### src/rtl/ram_arbiter_llsc.sv
// Single-port RAM arbiter between instruction fetch and data access.
// One transaction is granted at a time, with priority alternating when both
// ports request. Also holds the LL/SC reservation and resolves SC
// success/failure without touching the RAM on failure.
module ram_arbiter_llsc #(
   parameter int AW = 32,
   parameter int DW = 32
) (
   input  logic          CLK,
   input  logic          nRST,
   input  logic          iREN,
   input  logic [AW-1:0] iaddr,
   output logic [DW-1:0] iload,
   output logic          iwait,
   input  logic          dREN,
   input  logic          dWEN,
   input  logic          dLL,
   input  logic          dSC,
   input  logic [AW-1:0] daddr,
   input  logic [DW-1:0] dstore,
   output logic [DW-1:0] dload,
   output logic          dwait,
   output logic          ramREN,
   output logic          ramWEN,
   output logic [AW-1:0] ramaddr,
   output logic [DW-1:0] ramstore,
   input  logic [DW-1:0] ramload,
   input  logic [1:0]    ramstate,
   output logic          link_valid
);

   typedef enum logic [1:0] {IDLE, ISERVE, DSERVE, SCFAIL} state_t;
   typedef enum logic [1:0] {RS_FREE, RS_BUSY, RS_ACCESS, RS_ERROR} ramstate_t;

   state_t        state_q, state_d;
   logic          last_d_q, last_d_d;
   logic          link_valid_q, link_valid_d;
   logic [AW-1:0] link_addr_q, link_addr_d;

   logic          d_req;
   logic          ram_done;
   logic          sc_match;
   state_t        d_target;

   assign link_valid = link_valid_q;

   // State, priority and reservation registers; reset drops the RAM enables at once.
   always_ff @(posedge CLK or negedge nRST) begin
      if (!nRST) begin
         state_q      <= IDLE;
         last_d_q     <= 1'b0;
         link_valid_q <= 1'b0;
         link_addr_q  <= '0;
      end else begin
         state_q      <= state_d;
         last_d_q     <= last_d_d;
         link_valid_q <= link_valid_d;
         link_addr_q  <= link_addr_d;
      end
   end

   // Arbitration, RAM drive, completion handshakes and reservation update.
   always_comb begin
      state_d      = state_q;
      last_d_d     = last_d_q;
      link_valid_d = link_valid_q;
      link_addr_d  = link_addr_q;
      ramREN       = 1'b0;
      ramWEN       = 1'b0;
      ramaddr      = '0;
      ramstore     = '0;
      iwait        = 1'b1;
      dwait        = 1'b1;
      iload        = '0;
      dload        = '0;

      d_req    = dREN | dWEN;
      ram_done = (ramstate == RS_ACCESS);
      sc_match = link_valid_q && (link_addr_q == daddr);
      // An SC that cannot succeed is resolved without a RAM access.
      d_target = (dWEN && dSC && !sc_match) ? SCFAIL : DSERVE;

      unique case (state_q)
         IDLE: begin
            if (iREN && d_req)
               state_d = last_d_q ? ISERVE : d_target;
            else if (d_req)
               state_d = d_target;
            else if (iREN)
               state_d = ISERVE;
         end

         ISERVE: begin
            if (!iREN) begin
               state_d = IDLE;
            end else begin
               ramREN  = 1'b1;
               ramaddr = iaddr;
               if (ram_done) begin
                  iwait    = 1'b0;
                  iload    = ramload;
                  last_d_d = 1'b0;
                  state_d  = IDLE;
               end
            end
         end

         DSERVE: begin
            if (!d_req) begin
               state_d = IDLE;
            end else begin
               // A simultaneous read and write is treated as the write alone.
               ramWEN   = dWEN;
               ramREN   = dREN & ~dWEN;
               ramaddr  = daddr;
               ramstore = dstore;
               if (ram_done) begin
                  dwait    = 1'b0;
                  last_d_d = 1'b1;
                  state_d  = IDLE;
                  if (dWEN) begin
                     dload = dSC ? DW'(1) : '0;
                     if (dSC || (daddr == link_addr_q))
                        link_valid_d = 1'b0;
                  end else begin
                     dload = ramload;
                     if (dLL) begin
                        link_valid_d = 1'b1;
                        link_addr_d  = daddr;
                     end
                  end
               end
            end
         end

         SCFAIL: begin
            dwait        = 1'b0;
            last_d_d     = 1'b1;
            link_valid_d = 1'b0;
            state_d      = IDLE;
         end

         default: state_d = IDLE;
      endcase
   end

endmodule

### config.mk
export PLATFORM = sky130hd
export DESIGN_NAME = ram_arbiter_llsc
export DESIGN_NICKNAME = d
export VERILOG_FILES = /design/src/rtl/ram_arbiter_llsc.sv
export SDC_FILE = /design/constraint.sdc
export NUM_CORES = 1
export LEC_CHECK = 0
export BUFFER_PORTS_ARGS = -buffer_cell sky130_fd_sc_hd__clkbuf_2
export CORE_AREA = 2 2 105 107
export CTS_CLUSTER_SIZE = 30
export DETAILED_ROUTE_END_ITERATION = 16
export DIE_AREA = 0 0 107 109
export PLACE_DENSITY = 0.67
export SETUP_SLACK_MARGIN = 0.2
export SLEW_MARGIN = 20
export SYNTH_ARGS = -nofsm -noshare
export SYNTH_HDL_FRONTEND = slang
export SYNTH_SLANG_ARGS = --single-unit
export TNS_END_PERCENT = 5
### constraint.sdc
create_clock -name CLK -period 2.4 [get_ports CLK]
set_clock_uncertainty 0.2 [all_clocks]
set_input_delay 0.24 -clock CLK [delete_from_list [all_inputs] [get_ports CLK]]
set_output_delay 0.24 -clock CLK [all_outputs]
set_load 0.02 [all_outputs]
==> metrics <==
outcome=finished clean; Rel. slew slack=0.656; Comb power frac=0.632; Area Growth Syn to Fin=69.0%; Synth warnings=0; commonest non-fill, non-tap cell in the layout=clkbuf_2; Net Switching=1.85 mW; Root Buffer=clkbuf_8; Starting Density=0.308; Final Instance Area=5510 sq um; crit path launch type=flip-flop; number of flops mapped to enable cells by yosys=0; final setup TNS=0 ns; hpwl dp=8.50 mm; global-route wire length before repair=17.3 mm; layout cells sized above 1=0.600; Net Sw Frac=0.415; Power Dens Cells=808 nW/um^2; ys flop type=dfrtp_1; I/O pin cnt=270; CTS HTree Levels=2; min-delay worst type=input pin to flip-flop; mapped cell area=3260 sq um; final worst-path cycle share=0.957; largest net degree at the start of global routing=65; ANT nets after route=0; Worst Path Max Fanout=25; die span in x=107 um; Tightest Pin Transition=0.511 ns; Total Routing Usage GR=0.186; distinct cell type count after synthesis=35; core area=10,600 sq um; CP required=1.96 ns; Diodes inserted=0; Crit Path Category=flip-flop to primary output; crit end category=primary output; Peak Freq=435 MHz; Num Clock Sinks=36; Pleak=3.11 nW; worst skew pair latency=0.29 ns; ys async rst share=1.00; WL per Instance=16.1 um; max-slew violation count=0; GRT overflow=0; most frequent cells in the layout=clkbuf_2, and3_1, dfrtp_1; clock network power share=0.124; fin nets=764; Fin. Hold Viols=0; num rows=38; 1st-iter DRT viols=217; register area share after synthesis=0.276; Max IR drop VDD=0.000478 V; RSZ-0062 raised after global routing=true; die area=11,700 sq um; Mapped Avg Cell Area=9.29 sq um; input/output buffers=269; Arrival @ worst endpoint=1.86 ns; Residual DRC=0; clock-pin transition on the worst setup and hold timing paths=0.09 ns; clock buffer depth=2; Mapped Cells=351; Num CTS Buffers=5; via count=3,761; Placed Area=4730 sq um; fin crit period=2.30 ns; Final setup viols=0; Synth Register Bits=36; Die Y-Extent=109 um; antenna violations before repair=0; overall routed net length=12.3 mm; GP Congestion=0.780; Int Power=2.60 mW; post-DR vias/cell=4.93; Pre-antenna DRT Iters=5; fillers=971; CTS tree=built; maxcap violations=0; Mapped Nets=493; vias in the first global route=3,579; sequential power share=0.243
==> worst paths after layout <==
path / cells after the start / from / slack, ns / end
worst max-delay path: 7 / state_q[1]$_DFFE_PN0P_ / 0.10 / iload[6]
worst min-delay path: 2 / daddr[19] / 0.02 / link_addr_q[19]$_DFFE_PN0P_
worst max register to register: 5 / link_addr_q[14]$_DFFE_PN0P_ / 0.41 / link_valid$_DFFE_PN0P_
worst min register to register: 1 / link_addr_q[7]$_DFFE_PN0P_ / 0.33 / link_addr_q[7]$_DFFE_PN0P_
max in group asynchronous: 3 / nRST / 1.33 / link_addr_q[14]$_DFFE_PN0P_
min in group asynchronous: 3 / nRST / 0.33 / link_addr_q[30]$_DFFE_PN0P_
==> layer usage <==
layer / vias up / GRT usage / wire, um
met5: - / 0 / 0
met4: 0 / 0.0427 / 176
met3: 21 / 0.0341 / 783
met2: 168 / 0.307 / 6110
met1: 1785 / 0.253 / 5220
li1: 1787 / - / -
==> worst max-delay path, stage by stage, from the launching register on <==
cell and delay [ns]:
dfrtp_1 0.44, inv_2 0.10, ha_2 0.18, and2_4 0.22
buf_6 0.13, buf_16 0.14, and3_4 0.20, clkbuf_8 0.14
==> layout make-up <==
| class | instances | area, sq um | share of cell area |
|---|---|---|---|
| clock inverter | 3 | 46.3 | 0.00840 |
| inverter | 6 | 25.0 | 0.00454 |
| tap | 140 | 175 | 0.0318 |
| sequential | 36 | 901 | 0.163 |
| timing repair buffer | 296 | 1950 | 0.354 |
| clock buffer | 5 | 68.8 | 0.0125 |
| multi-input combinational | 277 | 2350 | 0.425 |
==> power groups by stage <==
| stage | logic (mW) | registers, mW | clock network (mW) |
|---|---|---|---|
| 6_report | 2.82 | 1.08 | 0.554 |
| 5_1_grt | 3.03 | 1.12 | 0.595 |
| 4_1_cts | 2.73 | 1.08 | 0.577 |
| 3_5_place_dp | 2.39 | 1.09 | 0 |
| 3_3_place_gp | 2.34 | 1.08 | 0 |
| 2_1_floorplan | 1.71 | 1.06 | 0 |
==> state kept, by name (all words and copies together) (netlist names) <==
| name | flops |
|---|---|
| link_addr_q | 32 |
| link_valid | 1 |
| state_q | 2 |
| last_d_q | 1 |
==> cell usage after synthesis (2+ instances only) <==
cell | count | share of area
and3_1 | 62 | 0.12
dfrtp_1 | 36 | 0.28
buf_2 | 4 | 0.0061
ha_1 | 5 | 0.019
buf_4 | 2 | 0.0046
clkbuf_1 | 22 | 0.025
a22oi_1 | 32 | 0.074
xor2_1 | 32 | 0.086
nand4_1 | 2 | 0.0038
mux2_4 | 30 | 0.14
mux2_2 | 2 | 0.0069
o21ai_0 | 3 | 0.0046
nand3b_1 | 2 | 0.0046
buf_6 | 4 | 0.014
nor4_1 | 8 | 0.015
nor2b_1 | 32 | 0.061
a21oi_1 | 8 | 0.012
inv_1 | 6 | 0.0069
and2_1 | 34 | 0.065
nor2_1 | 4 | 0.0046
nand2_1 | 7 | 0.0081
==> stage by stage <==
step,power [mW],setup slack [ns],hold WS [ns],utilization,std cells
2_1_floorplan,2.77,0.323,-0.256,-,351
3_3_place_gp,3.42,0.257,0.112,0.446,737
3_5_place_dp,3.48,0.206,0.120,0.446,737
4_1_cts,4.39,0.117,0.00961,0.505,761
5_1_grt,4.75,0.00608,0.0280,0.520,763
6_report,4.45,0.103,0.0233,0.520,763
==> what timing repair did <==
item                                    CTS  global route
hold buffers                              1             0
buffers inserted                         10             1
hold endpoints to repair                 36             0
pin swaps                                 9             7
resized for setup                        91            51
endpoints found under the setup margin  117           129
gates cloned                              5             1
==> logic make-up after synthesis <==
kind of cell	share of synthesized area
buffers and inverters	0.0568
AOI/OAI and AO/OA	0.107
muxes	0.145
adders and majority gates	0.0192
DFF	0.276
and+or+nand+nor	0.310
xor gates and xnor gates	0.0859
No activity file was read; power rests on OpenSTA's default activity.
